File: config.mk
export PLATFORM = sky130hd
export DESIGN_NAME = if_stage
export DESIGN_NICKNAME = d
export VERILOG_FILES = /design/src/rtl/cpu_pkg.sv /design/src/rtl/if_skid_buf.sv /design/src/rtl/if_stage.sv
export SDC_FILE = /design/constraint.sdc
export NUM_CORES = 1
export LEC_CHECK = 0
export ABC_CLOCK_PERIOD_IN_PS = 2950
export CORE_MARGIN = 2
export CORE_UTILIZATION = 35
export CTS_BUF_LIST = sky130_fd_sc_hd__clkbuf_2 sky130_fd_sc_hd__clkbuf_4 sky130_fd_sc_hd__clkbuf_8
export DETAILED_ROUTE_END_ITERATION = 10
export PLACE_DENSITY = 0.65
export SYNTH_ARGS = -nofsm -noshare
export SYNTH_HDL_FRONTEND = slang
export SYNTH_SLANG_ARGS = --single-unit
File: constraint.sdc
create_clock -name Clk -period 2.95 [get_ports Clk]
set_clock_uncertainty 0.05 [all_clocks]
set_input_delay 0.59 -clock Clk [delete_from_list [all_inputs] [get_ports Clk]]
set_output_delay 0.59 -clock Clk [all_outputs]
set_load 0.02 [all_outputs]
File: src/rtl/cpu_pkg.sv
// Shared pipeline definitions: opcodes, Pcsrc encodings, the NOP word and the
// fetch-state encodings used by if_stage.
package cpu_pkg;

  localparam logic [5:0] J   = 6'd2;
  localparam logic [5:0] BEQ = 6'd4;
  localparam logic [5:0] BNE = 6'd5;

  localparam logic [1:0] PCSRC_SEQ = 2'd0;
  localparam logic [1:0] PCSRC_BR  = 2'd2;
  localparam logic [1:0] PCSRC_J   = 2'd3;

  localparam logic [31:0] NOP_INST = 32'h0000_0000;

  typedef logic [1:0] fetch_state_t;
  localparam fetch_state_t FS_BOOT  = 2'd0;
  localparam fetch_state_t FS_FETCH = 2'd1;
  localparam fetch_state_t FS_DROP  = 2'd2;
  localparam fetch_state_t FS_HOLD  = 2'd3;

  function automatic logic [31:0] jump_target(input logic [31:0] pc4,
                                              input logic [25:0] idx);
    return {pc4[31:28], idx, 2'b00};
  endfunction

endpackage

File: src/rtl/if_skid_buf.sv
// One-entry buffer holding an instruction word that arrived while the
// pipeline was stalled. Drain and clear both empty it.
module if_skid_buf (
  input  logic        clk,
  input  logic        clrn,
  input  logic        load,
  input  logic        drain,
  input  logic        clear,
  input  logic [31:0] load_data,
  output logic        valid,
  output logic [31:0] data
);

  always_ff @(posedge clk) begin
    if (!clrn) begin
      valid <= 1'b0;
      data  <= '0;
    end else if (clear || drain) begin
      valid <= 1'b0;
    end else if (load) begin
      valid <= 1'b1;
      data  <= load_data;
    end
  end

endmodule

File: src/rtl/if_stage.sv
// Instruction-fetch stage: PC, request/ready imem port, IF/ID register and
// stall skid buffer. Optional performance counters under IF_PERF_EN.
module if_stage
  import cpu_pkg::*;
#(
  parameter logic [31:0] RESET_PC = 32'h0000_0000
) (
  input  logic         Clk,
  input  logic         Clrn,
  input  logic [1:0]   Pcsrc,
  input  logic         Condition_met,
  input  logic         Stall,
  input  logic [31:0]  Br_target,
  output logic         Imem_req,
  output logic [31:0]  Imem_addr,
  input  logic         Imem_ready,
  input  logic [31:0]  Imem_rdata,
  output logic [31:0]  If_Inst,
  output logic [31:0]  If_Pc4,
  output logic         If_Valid,
  output logic [5:0]   Op,
  output logic [5:0]   Func,
  output logic [4:0]   Rs,
  output logic [4:0]   Rt,
  output logic         Flush_id,
  output logic [31:0]  Perf_fetch,
  output logic [31:0]  Perf_flush,
  output logic [31:0]  Perf_stall,
  output fetch_state_t dbg_state
);

  fetch_state_t state, state_nxt;
  logic [31:0]  pc, pc_nxt, pc_plus4;
  logic [31:0]  redir_pc, redir_pc_nxt;
  logic         redir;
  logic [31:0]  redir_tgt;
  logic         ifid_load;
  logic [31:0]  ifid_inst, ifid_pc4;
  logic         skid_load, skid_drain, skid_clear, skid_valid;
  logic [31:0]  skid_data;

  // A taken branch in EX outranks a jump sitting in ID.
  assign redir     = Condition_met || ((Pcsrc == PCSRC_J) && If_Valid);
  assign redir_tgt = Condition_met ? Br_target : jump_target(If_Pc4, If_Inst[25:0]);
  assign pc_plus4  = pc + 32'd4;

  always_comb begin
    state_nxt    = state;
    pc_nxt       = pc;
    redir_pc_nxt = redir_pc;
    skid_load    = 1'b0;
    skid_drain   = 1'b0;
    skid_clear   = 1'b0;
    ifid_load    = 1'b0;
    ifid_inst    = Imem_rdata;
    ifid_pc4     = pc_plus4;
    case (state)
      FS_BOOT: state_nxt = FS_FETCH;
      FS_FETCH: begin
        if (Imem_ready) begin
          if (redir) begin
            pc_nxt = redir_tgt;
          end else if (Stall) begin
            skid_load = 1'b1;
            pc_nxt    = pc_plus4;
            state_nxt = FS_HOLD;
          end else begin
            ifid_load = 1'b1;
            pc_nxt    = pc_plus4;
          end
        end else if (redir) begin
          redir_pc_nxt = redir_tgt;
          state_nxt    = FS_DROP;
        end
      end
      FS_DROP: begin
        // The outstanding response belongs to the abandoned path.
        if (redir) redir_pc_nxt = redir_tgt;
        if (Imem_ready) begin
          pc_nxt    = redir_pc_nxt;
          state_nxt = FS_FETCH;
        end
      end
      FS_HOLD: begin
        if (redir) begin
          skid_clear = 1'b1;
          pc_nxt     = redir_tgt;
          state_nxt  = FS_FETCH;
        end else if (!Stall) begin
          // PC already advanced past the buffered word, so it is that word's PC+4.
          skid_drain = 1'b1;
          ifid_load  = skid_valid;
          ifid_inst  = skid_data;
          ifid_pc4   = pc;
          state_nxt  = FS_FETCH;
        end
      end
      default: state_nxt = FS_BOOT;
    endcase
  end

  always_ff @(posedge Clk) begin
    if (!Clrn) begin
      state    <= FS_BOOT;
      pc       <= RESET_PC;
      redir_pc <= RESET_PC;
    end else begin
      state    <= state_nxt;
      pc       <= pc_nxt;
      redir_pc <= redir_pc_nxt;
    end
  end

  always_ff @(posedge Clk) begin
    if (!Clrn || redir) begin
      If_Inst  <= NOP_INST;
      If_Pc4   <= '0;
      If_Valid <= 1'b0;
    end else if (ifid_load) begin
      If_Inst  <= ifid_inst;
      If_Pc4   <= ifid_pc4;
      If_Valid <= 1'b1;
    end else if (!Stall) begin
      If_Inst  <= NOP_INST;
      If_Pc4   <= '0;
      If_Valid <= 1'b0;
    end
  end

  if_skid_buf u_skid (
    .clk       (Clk),
    .clrn      (Clrn),
    .load      (skid_load),
    .drain     (skid_drain),
    .clear     (skid_clear),
    .load_data (Imem_rdata),
    .valid     (skid_valid),
    .data      (skid_data)
  );

  assign Imem_req  = (state == FS_FETCH) || (state == FS_DROP);
  assign Imem_addr = pc;
  assign Op        = If_Inst[31:26];
  assign Func      = If_Inst[5:0];
  assign Rs        = If_Inst[25:21];
  assign Rt        = If_Inst[20:16];
  assign Flush_id  = Condition_met;
  assign dbg_state = state;

`ifdef IF_PERF_EN
  always_ff @(posedge Clk) begin
    if (!Clrn) begin
      Perf_fetch <= '0;
      Perf_flush <= '0;
      Perf_stall <= '0;
    end else begin
      if (ifid_load && !redir && (Perf_fetch != 32'hFFFF_FFFF)) Perf_fetch <= Perf_fetch + 32'd1;
      if (redir && (Perf_flush != 32'hFFFF_FFFF)) Perf_flush <= Perf_flush + 32'd1;
      if (Stall && (Perf_stall != 32'hFFFF_FFFF)) Perf_stall <= Perf_stall + 32'd1;
    end
  end
`else
  assign Perf_fetch = '0;
  assign Perf_flush = '0;
  assign Perf_stall = '0;
`endif

endmodule

Word-level counts from Yosys, hierarchy flattened
Index checks and enable logic that the tools add are counted.
W data, S select, Z words.

storage, ports and cells
  logic and storage cells = 79
  flip-flop bits (word level) = 164
  input port bits = 71
  output and inout bits = 219

cells by class
  multiplexer cells = 41
  eq/ne operators = 13
  bitwise operators = 2
  reductions and logical operators = 14
  add/sub/neg operators = 1

operators by type and width
  cell                     number
  $mux W32                 16
  $pmux W32 S3             1
  $pmux W32 S2             1
  $add A32 B3 Y32 const B  1
  $mux W1                  14
  $mux W2                  7
  $ne A3 B3 Y1 const B     4
  $ne A2 B2 Y1 const B     4
  $pmux W2 S4              1
  $eq A2 B2 Y1 const B     3
  $reduce_and A5 Y1        1
  $logic_or A1 B1 Y1       4
  $reduce_and A2 Y1        2
  $reduce_and A4 Y1        1
  $reduce_bool A3 Y1       1
  $eq A2 B1 Y1 const B     1
  $logic_not A2 Y1         1
  $ne A2 B1 Y1 const B     1
  $not A1 Y1               2
  $pmux W1 S2              1
  $reduce_bool A2 Y1       1
  $reduce_or A2 Y1         1
  $logic_and A1 B1 Y1      1
  $logic_not A1 Y1         1

Logic depth before layout (Yosys ltp)
Gate-level depths: netlist of run 1.

  depth in word-level cells = 8
  gate-level depth with buffers = 10
  depth with buffers taken out = 7

Cells and area by module
A second synthesis of run 1 with hierarchy kept.

second synthesis, totals
  cell total of the unflattened synthesis = 1061
  area total of the unflattened synthesis = 9310.2 µm²

by module, submodules not included
  module       sequential area each (µm²)  area each (µm²)  instances  cells an instance
  if_stage     2622.5                      7958.9           1          918
  if_skid_buf  660.6                       1351.3           1          143

Least setup slack after synthesis of run 1
OpenSTA, ideal clock, no wires.

  path type = reg2reg
  from = register state[1], in the netlist dbg_state[1]
  to = register redir_pc[13]
  data arrival time = 2126 ps
  data required time = 2841 ps
  buffers on the path = 4
  stages on the path, launching flop included = 10
  period minus slack after synthesis = 2235 ps
  setup slack = 715 ps
  library setup time = 59 ps
  cell sequence = dfxtp_1 -> inv_1 -> ha_1 -> buf_2 -> a21oi_1 -> and2_1 -> buf_2 -> clkbuf_1 -> buf_1 -> o211a_1

between the ends
  longest elaborated chain between the ends = 3
  elaborated cells on any way between the ends = 6
  those cells by class = eq/ne: 3; mux: 1; reduce/logical: 2

RTL lines
  element                                                              RTL line         RTL
  start, declared                                                      if_stage.sv:32   fetch_state_t state, state_nxt;
  start signal, assigned                                               if_stage.sv:108  state <= state_nxt;
  $eq A2 B1 Y1 / $eq A2 B2 Y1 (equally long branches)                  if_stage.sv:57   case (state)
  $ne A2 B2 Y1 (no line) / $reduce_bool A2 Y1 (equally long branches)  -
  $reduce_and A2 Y1 (no line)                                          -
  end signal, assigned                                                 if_stage.sv:110  redir_pc <= redir_pc_nxt;
  end, declared                                                        if_stage.sv:34   logic [31:0] redir_pc, redir_pc_nxt;

Parallel ways exist; a longest one is shown, timed or not.
A chain may end at the register's enable or synchronous reset.

Worst setup path after layout of run 1
  from = register state[1], in the netlist dbg_state[1]
  to = output port Imem_req

between the ends
  longest elaborated chain between the ends = 2
  elaborated cells on any way between the ends = 3
  those cells by class = eq/ne: 2; reduce/logical: 1

RTL lines
  element                                              RTL line         RTL
  $eq A2 B1 Y1 / $eq A2 B2 Y1 (equally long branches)  if_stage.sv:141  assign Imem_req = (state == FS_FETCH) || (state == FS_DROP);
  $logic_or A1 B1 Y1 (*)                               if_stage.sv:141
  end, declared                                        if_stage.sv:14   output logic Imem_req,

Every way passes the cells marked *; elsewhere a longest branch is shown, timed or not.

==> run_summary.xml, run 1 <==
<?xml version="1.0" encoding="UTF-8"?>
<metrics>
  <group name="place">
    <metric name="buffer_ports.inserted" unit="">193</metric>
    <metric name="detailedPlacementHpwl" unit="µm">19800</metric>
    <metric name="dpl.cell_count" unit="">1532</metric>
    <metric name="dpl_cell_area" unit="mm²">0.0108</metric>
    <metric name="dp_worst_setup_slack" unit="ns">0.318</metric>
    <metric name="place_congestion" unit="">0.870</metric>
  </group>
  <group name="global_routing">
    <metric name="grt_antenna_before_repair" unit="">0</metric>
    <metric name="grt_start_max_net_pins" unit="">53</metric>
    <metric name="global_route_wire_length_before_repair" unit="µm">42100</metric>
    <metric name="grt_overflow" unit="">0</metric>
    <metric name="grt_pass1_vias" unit="">7462</metric>
    <metric name="grt.total_usage" unit="">0.198</metric>
  </group>
  <group name="worst_hold_path">
    <metric name="hold_class" unit="">flip-flop to flip-flop</metric>
    <metric name="hp-start" unit="">If_Pc4[15]$_SDFFE_PP0P_</metric>
  </group>
  <group name="cts">
    <metric name="cts_made_buffers" unit="">17</metric>
    <metric name="clkLatencyLatePin" unit="ns">0.47</metric>
    <metric name="clock-sinks" unit="">164</metric>
    <metric name="ctsHoldBuffers" unit="">0</metric>
    <metric name="postCtsSetupRepairBufs" unit="">0</metric>
    <metric name="clock_tree.root_cell" unit="">clkbuf_8</metric>
    <metric name="h-tree-depth" unit="">4</metric>
    <metric name="clk_pin_slew_worst_paths" unit="ns">0.09</metric>
    <metric name="ctsLongestPathBuffers" unit="">2</metric>
    <metric name="cts_tree" unit="">built</metric>
    <metric name="cts_repair_resize_count" unit="">0</metric>
  </group>
  <group name="floorplan">
    <metric name="pin_count" unit="">290</metric>
    <metric name="width_of_the_die" unit="µm">165</metric>
    <metric name="dieHeight" unit="µm">165</metric>
    <metric name="core.rowCount" unit="">58</metric>
    <metric name="effective_utilization_at_floorplan" unit="">0.358</metric>
    <metric name="core" unit="mm²">0.0253</metric>
    <metric name="die_area" unit="mm²">0.0271</metric>
  </group>
  <group name="final_layout">
    <metric name="final_nets" unit="">1297</metric>
    <metric name="antenna-diode-count" unit="">0</metric>
    <metric name="layout_common_cells" unit="">clkdlybuf4s50_1 (190), dfxtp_1 (164), nand2_1 (156), conb_1 (96), a21oi_1 (61)</metric>
    <metric name="final_cells" unit="">1564</metric>
    <metric name="post-route-util" unit="">0.444</metric>
    <metric name="nFillCells" unit="">2516</metric>
    <metric name="mostFrequentLayoutCell" unit="">clkdlybuf4s50_1</metric>
    <metric name="area_growth_syn_to_layout" unit="%">24.1</metric>
    <metric name="post_route_cells_drive_above_1_share" unit="">0.103</metric>
    <metric name="layout.cell_area.non_filler" unit="mm²">0.0112</metric>
  </group>
  <group name="timing">
    <metric name="period_needed" unit="ns">2.57</metric>
    <metric name="setup-tns-final" unit="ns">0</metric>
    <metric name="timing_hold_violations_final" unit="">0</metric>
    <metric name="rsz0062_at_grt" unit="">false</metric>
    <metric name="timing.max_slew.rel_slack" unit="">0.527</metric>
    <metric name="report.final.setup_viol" unit="">0</metric>
    <metric name="clock.fmax" unit="MHz">389</metric>
    <metric name="layout_worst_path_cycle_share" unit="">0.870</metric>
    <metric name="final-max-slew-violation-count" unit="">0</metric>
    <metric name="worst-slew-pin-transition" unit="ns">0.704</metric>
    <metric name="hold_slack" unit="ns">0.407</metric>
    <metric name="final.setup.worst_slack" unit="ns">0.382</metric>
  </group>
  <group name="power_and_ir_drop">
    <metric name="ir_worst_vdd" unit="µV">299</metric>
    <metric name="power.total" unit="mW">5.62</metric>
    <metric name="powerDensity" unit="mW/mm²">501</metric>
    <metric name="leakage_power_of_the_design" unit="nW">4.30</metric>
  </group>
  <group name="critical_path">
    <metric name="crit-reg2reg-launch" unit="">Imem_addr[2]$_SDFFE_PN0P_</metric>
    <metric name="end_kind" unit="">output pin</metric>
    <metric name="timing.critical_path.max_delay_family" unit="">buffers and inverters</metric>
    <metric name="cp-start-kind" unit="">flip-flop</metric>
    <metric name="worstSetupPathType" unit="">flip-flop to output pin</metric>
    <metric name="critPathSlowestCell" unit="">clkdlybuf4s50_1</metric>
    <metric name="timing.critical_path.required" unit="ns">2.31</metric>
    <metric name="signal_arrival_time_at_the_worst_endpoint" unit="ns">1.93</metric>
    <metric name="slowest_delay" unit="ns">0.64</metric>
    <metric name="crit_start" unit="">dbg_state[1]$_SDFFE_PN0P_</metric>
    <metric name="worstPathCellList" unit="">inv_1 &gt; ha_1 &gt; clkdlybuf4s50_1</metric>
    <metric name="crit_buf_inv" unit="">2</metric>
    <metric name="crit_fanout" unit="">5</metric>
  </group>
  <group name="drt">
    <metric name="num_vias" unit="">7962</metric>
    <metric name="drc_errors" unit="">0</metric>
    <metric name="drt_pass1_iterations" unit="">5</metric>
    <metric name="detail_route.wirelength" unit="µm">26900</metric>
    <metric name="drt.antenna.violating_nets" unit="">0</metric>
    <metric name="avgRoutedWirePerCell" unit="µm">17.2</metric>
    <metric name="mean_number_of_vias_per_cell" unit="">5.09</metric>
    <metric name="drtIter0Drc" unit="">520</metric>
  </group>
  <group name="synthesis">
    <metric name="synth_cell_types" unit="">54</metric>
    <metric name="post_synth.cell_area_avg" unit="µm²">8.36</metric>
    <metric name="share_of_flip_flops_with_an_asynchronous_set_or_reset_after_synthesis" unit="">0</metric>
    <metric name="yosys_register_bits" unit="">164</metric>
    <metric name="synth_top_flop_cell" unit="">dfxtp_1</metric>
    <metric name="ys.warnings.count" unit="">0</metric>
    <metric name="synth.cell_area" unit="mm²">0.00904</metric>
    <metric name="postSynthCellCount" unit="">1082</metric>
    <metric name="synth-edff-count" unit="">0</metric>
    <metric name="part_of_the_yosys_area_used_for_sequential_elements" unit="">0.363</metric>
  </group>
  <group name="run">
    <metric name="max_cap_viol_count" unit="">0</metric>
  </group>
  <group name="status">
    <metric name="result_of_the_run" unit="">finished clean</metric>
  </group>
</metrics>
-- flip-flops by register name (all words and copies together), names as in the netlist --
signal and count:
u_skid.data 32, redir_pc 32, Imem_addr 32, If_Inst 32
If_Pc4 32, If_Valid 1, u_skid.valid 1, dbg_state 2
-- cell families after synthesis --
family	count (synthesis)	synth area share
DFF	164	0.363
other	1	0.000415
AOI/OAI and AO/OA	260	0.201
buffers and inverters	214	0.141
xor gates and xnor gates	42	0.0407
adders and majority gates	5	0.00692
muxes	72	0.0855
and+or+nand+nor	324	0.161
-- cell usage after synthesis (all sizes together) (2+ instances only) --
library cell	instances	area, µm²
mux2	42	473
ha	5	62.6
a21boi	39	293
nand4	13	96.3
and2	4	25.0
a221oi	4	35.0
buf	145	1010
or4	2	15.0
o21a	2	15.0
nor4	9	56.3
o21ai	38	190
a211oi	4	30.0
dfxtp	164	3280
a22o	2	17.5
a22oi	40	300
o22ai	4	25.0
xnor2	30	263
o221ai	18	158
a32oi	4	35.0
o31ai	4	30.0
clkbuf	61	229
inv	8	30.0
nor2	60	225
or3	2	12.5
nand2	157	589
nor3	32	165
o31a	2	17.5
mux2i	30	300
and4	7	61.3
o211a	26	260
xor2	12	105
o221a	2	22.5
nor2b	6	37.5
and3	5	31.3
nand2b	2	12.5
nand3	23	115
a21oi	61	305
-- path summary, 6_finish.rpt --
kind,end,slack (ns),cells past startpoint
min reg2reg,If_Pc4[15]$_SDFFE_PP0P_,0.41,2
max reg2reg,Imem_addr[24]$_SDFFE_PN0P_,0.48,6
max,Imem_req,0.38,3
min,If_Pc4[15]$_SDFFE_PP0P_,0.41,2
-- worst min-delay path: stages (launching register included) --
cell     delay, ns
dfxtp_1       0.34
nand2_1       0.04
o21ai_0       0.05
-- layer usage --
layer / part of all wire / global-route usage
met1: 0.47 / 0.283
met4: 0.023 / 0.0644
met2: 0.44 / 0.295
met3: 0.068 / 0.0462
met5: 0 / 0
-- power by group --
part / internal, mW / switching (mW)
clock network: 0.713 / 0.937
logic: 0.596 / 0.801
registers: 2.36 / 0.214
-- layout make-up --
cell class / count / area (µm²) / share of cell area
clock buffer: 18 / 248 / 0.0221
clock inverter: 14 / 144 / 0.0128
inverter: 8 / 30.0 / 0.00268
multi-input combinational: 799 / 4860 / 0.433
sequential: 164 / 3280 / 0.293
tap: 330 / 413 / 0.0368
timing repair buffer: 231 / 2240 / 0.200
(Power assumes the default switching activity.)
==> inputs of run 2 (changes only) <==
--- a/config.mk
+++ b/config.mk
@@ -5,12 +5,12 @@
 export SDC_FILE = /design/constraint.sdc
 export NUM_CORES = 1
 export LEC_CHECK = 0
-export ABC_CLOCK_PERIOD_IN_PS = 2950
+export ABC_CLOCK_PERIOD_IN_PS = 2150
 export CORE_MARGIN = 2
 export CORE_UTILIZATION = 35
 export CTS_BUF_LIST = sky130_fd_sc_hd__clkbuf_2 sky130_fd_sc_hd__clkbuf_4 sky130_fd_sc_hd__clkbuf_8
 export DETAILED_ROUTE_END_ITERATION = 10
-export PLACE_DENSITY = 0.65
+export PLACE_DENSITY = 0.68
 export SYNTH_ARGS = -nofsm -noshare
 export SYNTH_HDL_FRONTEND = slang
 export SYNTH_SLANG_ARGS = --single-unit
==> constraint.sdc (replaced) <==
create_clock -name Clk -period 2.15 [get_ports Clk]
set_clock_uncertainty 0.05 [all_clocks]
set_input_delay 0.43 -clock Clk [delete_from_list [all_inputs] [get_ports Clk]]
set_output_delay 0.43 -clock Clk [all_outputs]
set_load 0.02 [all_outputs]
==> run 2 against run 1 <==
Compared with the run above: register-to-register slack got worse by 0.37 ns; clock power grew 25%; critical endpoint is now Imem_addr[15]; non-clock buffer count is 58 higher; combinational power rose by 61%; sequential share of layout area is 1.3 points lower; die area is the same; hold slack got worse by 0.083 ns.
==> run_summary.xml, run 2 (synthesis results as in run 1) <==
<?xml version="1.0" encoding="UTF-8"?>
<metrics>
  <group name="power_and_ir_drop">
    <metric name="powerDensity" unit="mW/mm²">658</metric>
    <metric name="ir_worst_vdd" unit="µV">437</metric>
    <metric name="power.total" unit="mW">7.75</metric>
    <metric name="leakage_power_of_the_design" unit="nW">4.68</metric>
  </group>
  <group name="critical_path">
    <metric name="crit_fanout" unit="">7</metric>
    <metric name="rr_endpoint" unit="">Imem_addr[25]$_SDFFE_PN0P_</metric>
    <metric name="reg2reg_depth" unit="">8</metric>
    <metric name="crit-reg2reg-launch" unit="">dbg_state[0]$_SDFFE_PN0P_</metric>
    <metric name="crit_start" unit="">Imem_addr[15]$_SDFFE_PN0P_</metric>
    <metric name="worst-r2r-setup-slack" unit="ns">0.11</metric>
    <metric name="signal_arrival_time_at_the_worst_endpoint" unit="ns">1.61</metric>
    <metric name="worstSetupEndpoint" unit="">Imem_addr[15]</metric>
    <metric name="worstSetupPathType" unit="">flip-flop to output pin</metric>
    <metric name="end_kind" unit="">output pin</metric>
    <metric name="timing.critical_path.required" unit="ns">1.67</metric>
    <metric name="cp-start-kind" unit="">flip-flop</metric>
  </group>
  <group name="cts">
    <metric name="h-tree-depth" unit="">4</metric>
    <metric name="cts_tree" unit="">built</metric>
    <metric name="clock_tree.root_cell" unit="">clkbuf_8</metric>
    <metric name="ctsLongestPathBuffers" unit="">2</metric>
    <metric name="cts_made_buffers" unit="">17</metric>
    <metric name="clock-sinks" unit="">164</metric>
    <metric name="ctsHoldBuffers" unit="">0</metric>
    <metric name="clk_pin_slew_worst_paths" unit="ns">0.09</metric>
    <metric name="postCtsSetupRepairBufs" unit="">0</metric>
    <metric name="clkLatencyLatePin" unit="ns">0.46</metric>
  </group>
  <group name="place">
    <metric name="place_congestion" unit="">0.868</metric>
    <metric name="buffer_ports.inserted" unit="">193</metric>
    <metric name="dpl.cell_count" unit="">1590</metric>
    <metric name="dpl_cell_area" unit="mm²">0.0114</metric>
    <metric name="detailedPlacementHpwl" unit="µm">20400</metric>
    <metric name="dp_worst_setup_slack" unit="ns">-0.528</metric>
  </group>
  <group name="global_routing">
    <metric name="grt_overflow" unit="">0</metric>
    <metric name="grt_pass1_vias" unit="">7606</metric>
    <metric name="grt.total_usage" unit="">0.201</metric>
    <metric name="grt_start_max_net_pins" unit="">48</metric>
    <metric name="global_route_wire_length_before_repair" unit="µm">42800</metric>
    <metric name="grt_antenna_before_repair" unit="">0</metric>
  </group>
  <group name="timing">
    <metric name="final-max-slew-violation-count" unit="">0</metric>
    <metric name="hold_slack" unit="ns">0.324</metric>
    <metric name="layout_worst_path_cycle_share" unit="">0.974</metric>
    <metric name="timing_hold_violations_final" unit="">0</metric>
    <metric name="period_needed" unit="ns">2.09</metric>
    <metric name="rsz0062_at_grt" unit="">false</metric>
    <metric name="report.final.setup_viol" unit="">0</metric>
    <metric name="final.setup.worst_slack" unit="ns">0.0560</metric>
    <metric name="timing.max_slew.rel_slack" unit="">0.629</metric>
    <metric name="setup-tns-final" unit="ns">0</metric>
    <metric name="worst-slew-pin-transition" unit="ns">0.554</metric>
    <metric name="clock.fmax" unit="MHz">478</metric>
  </group>
  <group name="final_layout">
    <metric name="area_growth_syn_to_layout" unit="%">30.3</metric>
    <metric name="nFillCells" unit="">2458</metric>
    <metric name="final_cells" unit="">1621</metric>
    <metric name="mostFrequentLayoutCell" unit="">clkdlybuf4s50_1</metric>
    <metric name="post_route_cells_drive_above_1_share" unit="">0.151</metric>
    <metric name="final_nets" unit="">1355</metric>
    <metric name="layout_common_cells" unit="">clkdlybuf4s50_1 (184), dfxtp_1 (158), nand2_1 (156), conb_1 (96), buf_4 (82)</metric>
    <metric name="antenna-diode-count" unit="">0</metric>
    <metric name="layout.cell_area.non_filler" unit="mm²">0.0118</metric>
    <metric name="post-route-util" unit="">0.466</metric>
  </group>
  <group name="worst_hold_path">
    <metric name="hold_class" unit="">input pin to flip-flop</metric>
    <metric name="hp-start" unit="">Clrn</metric>
  </group>
  <group name="floorplan">
    <metric name="dieHeight" unit="µm">165</metric>
    <metric name="width_of_the_die" unit="µm">165</metric>
    <metric name="core" unit="mm²">0.0253</metric>
    <metric name="effective_utilization_at_floorplan" unit="">0.358</metric>
    <metric name="pin_count" unit="">290</metric>
    <metric name="die_area" unit="mm²">0.0271</metric>
    <metric name="core.rowCount" unit="">58</metric>
  </group>
  <group name="drt">
    <metric name="avgRoutedWirePerCell" unit="µm">16.9</metric>
    <metric name="mean_number_of_vias_per_cell" unit="">5.06</metric>
    <metric name="drt_pass1_iterations" unit="">5</metric>
    <metric name="drc_errors" unit="">0</metric>
    <metric name="num_vias" unit="">8198</metric>
    <metric name="drt.antenna.violating_nets" unit="">0</metric>
    <metric name="detail_route.wirelength" unit="µm">27400</metric>
    <metric name="drtIter0Drc" unit="">574</metric>
  </group>
  <group name="status">
    <metric name="result_of_the_run" unit="">finished clean</metric>
  </group>
  <group name="run">
    <metric name="max_cap_viol_count" unit="">0</metric>
  </group>
</metrics>
[run 2: cell count changes in the layout (fill, tap and decap cells not counted), moves of 2 or more]
cell / change
nor4_1: -2
dlygate4sd2_1: +3
inv_6: -3
dfxtp_2: +6
clkinv_2: +4
buf_4: +47
dlymetal6s2s_1: +3
clkbuf_4: +3
clkbuf_8: +2
buf_12: +10
clkinv_4: -5
dfxtp_1: -6
clkdlybuf4s50_1: -6
nor4_2: +2
[run 2: worst min-delay path by stage]
stage                                      endpoint  slack [ns]  cells past startpoint
final                     redir_pc[16]$_SDFFE_PN0P_        0.32                      2
after global routing      redir_pc[17]$_SDFFE_PN0P_        0.32                      2
after CTS                 redir_pc[16]$_SDFFE_PN0P_        0.29                      2
after detailed placement    If_Pc4[18]$_SDFFE_PP0P_        0.40                      2
after global placement      If_Pc4[11]$_SDFFE_PP0P_        0.39                      2
after floorplan            redir_pc[6]$_SDFFE_PN0P_        0.39                      2
[run 2: routing by layer]
layer	wire length [µm]	track usage	share of wire
met4	378	0.0470	0.014
met2	12500	0.315	0.45
met1	12400	0.279	0.45
met5	0	0	0
met3	2160	0.0482	0.079
[run 2: what timing repair did]
item,in CTS,in global routing
pin swaps,0,0
resized for setup,7,10
endpoints found under the setup margin,6,17
gates cloned,0,0
[run 2: layout make-up]
class	instances	area [µm²]	share of cell area
Tap cell	330	413	0.0351
Clock inverter	8	52.6	0.00446
Sequential cell	164	3290	0.279
Multi-Input combinational cell	799	4890	0.415
Timing Repair Buffer	289	2810	0.238
Clock buffer	23	298	0.0253
Inverter	8	30.0	0.00255
[run 2: critical path: stages, from the launching register on]
cell and delay [ns]:
dfxtp_1 0.34, buf_4 0.16, clkdlybuf4s50_1 0.66
[run 2: report_power, final]
group	switching (mW)	internal (mW)	leakage, nW	total, mW
Sequential	0.194	3.24	1.33	3.43
Combinational	1.25	1.00	3.17	2.25
Clock	1.15	0.921	0.182	2.07
Total	2.59	5.16	4.68	7.75
==> patch (config.mk and constraints of run 2) <==
Build with the macro `IF_PERF_EN` defined.
--- a/src/rtl/if_stage.sv
+++ b/src/rtl/if_stage.sv
@@ -2,2 +2,4 @@
 // stall skid buffer. Optional performance counters under IF_PERF_EN.
+`define IF_PERF_EN
+
 module if_stage
Behaviour: not the same (a bounded check fails within 4 cycles, from zero or initial values).
==> patch against run 2 <==
  * Total power increased by 60%
  * Routed wire length grew 65%
  * Sequential cell count increased by 96
  * Area after synthesis rose by 41%
  * Core utilization rose by 5.7 points
  * Cell area grew 58%
  * Worst setup slack worse by 0.0090 ns
  * Largest cell class unchanged
  * Largest power group unchanged
==> patch: results (changes against run 2) <==
The clock tree buffer count of the final layout is 79 (+240%). The peak per-stage delay on the critical path came out at 0.63 ns (-0.03 ns). The fraction of the yosys area taken by sequential cells came out at 40.9% (+4.6 points). The startpoint identified for the worst register-to-register timing path is Perf_stall[9]$_SDFFE_PN0P_.

The transition time of the tightest slew-check pin came out at 0.519 ns (-0.0352 ns). The number of clock sinks seen by CTS came out at 260 (+59%). The final count of pins violating max slew came out at 0 (unchanged).

The clock network area share came out at 5.27% (+2.3 points). The slack of the worst reg-to-reg path came out at 0.05 ns (-0.06 ns). The aggregate global-route resource usage was 23.1% (+3.0 points).

The number of distinct library cells after synthesis is 64 (+19%). The fraction of area in multi-input gates came out at 38.1% (-3.4 points). The static leakage is 7.85 nW (+68%). Sorting the synthesized cells by area gives the leading types as sky130_fd_sc_hd__dfxtp_1 41%, sky130_fd_sc_hd__nand2_1 7.2%, sky130_fd_sc_hd__nor2_1 6.6%. The largest net degree at the start of global routing is 51 (+6.3%). The count of filler cells inserted in the layout is 3376 (+37%). The endpoint identified for the worst register-to-register timing path is Perf_stall[0]$_SDFFE_PN0P_. The maximum fanout along the worst path came to 4 (-3). The routability-driven placement congestion ratio is 0.873 (+0.58%). The number of buffers inserted by port buffering is 289 (+50%).

The number of design-rule violations left by the first detailed-router iteration is 947 (+65%). The clock latency of the later-clocked register in the worst-skew pair came out at 0.59 ns (+0.13 ns). The antenna diode count came out at 2 (+2). The worst vdd rail ir drop came to 0.000492 V (+13%). The worst hold path begins at Stall. The clock transition time at the flip-flop clock pins of the worst setup and hold paths is 0.06 ns (-0.03 ns). The commonest cells after synthesis are 260 x sky130_fd_sc_hd__dfxtp_1, 244 x sky130_fd_sc_hd__nand2_1, 225 x sky130_fd_sc_hd__nor2_1. The level count of the clock H-tree is 2 (-2). The number of nets in the layout came out at 2114 (+56%). The wire length of the first global-routing pass is 70600 um (+65%). The total number of vias came out at 13300 (+63%).

The share of cell area taken by flip-flops and latches came out at 28.2% (+0.30 points). The share of cells above drive strength 1 is 18.0% (+2.9 points). The count of cells along the worst hold path is 5 (+3).

The startpoint of the worst setup timing path is If_Inst[18]$_SDFFE_PP0P_. The cell total after placement is 2434 (+53%). The worst hold path terminates at If_Inst[1]$_SDFFE_PP0P_. The non-clock inverter total of the final layout came out at 15 (+7). The flow ran to the end, and the final reports show no timing, DRC or antenna violations.

The half-perimeter wire length of the detailed placement result is 32600 um (+59%). The sum of overflow across all layers after global routing is 0 (unchanged). The via count of the first global-routing pass is 12800 (+68%). The mean instance size in the synthesized netlist is 7.82 sq um (-6.5%). The TritonCTS buffer count was 48 (+31). The area share of buffers outside the clock network was 25.0% (+1.1 points).
[patch: through the flow]
step                hold slack (ns)  cell area [sq um]  setup slack, ns
floorplan                     0.387              12900          -0.0276
global placement              0.389              17500           -0.437
detailed placement            0.392              17500           -0.438
CTS                           0.308              18300          -0.0113
global route                  0.345              18600          -0.0596
finish                        0.344              18600           0.0470
[patch: metal layers]
metal / GRT usage, % / share of wire, % / vias up
li1: - / - / 6485
met1: 30.8 / 45 / 6256
met2: 36.2 / 45 / 508
met3: 5.88 / 7.8 / 74
met4: 7.92 / 2.5 / 0
met5: 0 / 0 / -
[patch: where the power goes]
part | total [mW] | internal [mW] | switching, mW
Clock | 4.88 | 2.80 | 2.08
Sequential | 5.16 | 5.02 | 0.139
Combinational | 2.39 | 1.03 | 1.36
Total | 12.4 | 8.85 | 3.58
[patch: worst reg2reg max path, stage by stage, from the launching register on]
cell	delay [ns]
sky130_fd_sc_hd__dfxtp_4	0.37
sky130_fd_sc_hd__nand4_4	0.11
sky130_fd_sc_hd__or4_4	0.55
sky130_fd_sc_hd__buf_8	0.15
sky130_fd_sc_hd__o31ai_4	0.25
sky130_fd_sc_hd__buf_4	0.18
sky130_fd_sc_hd__clkbuf_16	0.13
sky130_fd_sc_hd__xor2_1	0.16
sky130_fd_sc_hd__nor2_1	0.05
[patch: kinds of logic after synthesis]
family                   after synthesis  synth area share, %
AND/OR/NAND/NOR                      712                 25.6
multiplexers                          33                 2.61
adder cells (fa/ha/maj)                8                0.787
buffers and inverters                150                 5.18
AO/OA/AOI/OAI                        344                 16.6
flip-flops                           260                 40.9
XOR/XNOR                             120                 8.26
[patch: what timing repair did]
item	in CTS	in global routing
cloned	0	2
pin swaps	0	12
setup buffers	0	10
resized for setup	117	62
endpoints found under the setup margin	114	108
hold buffers	0	0
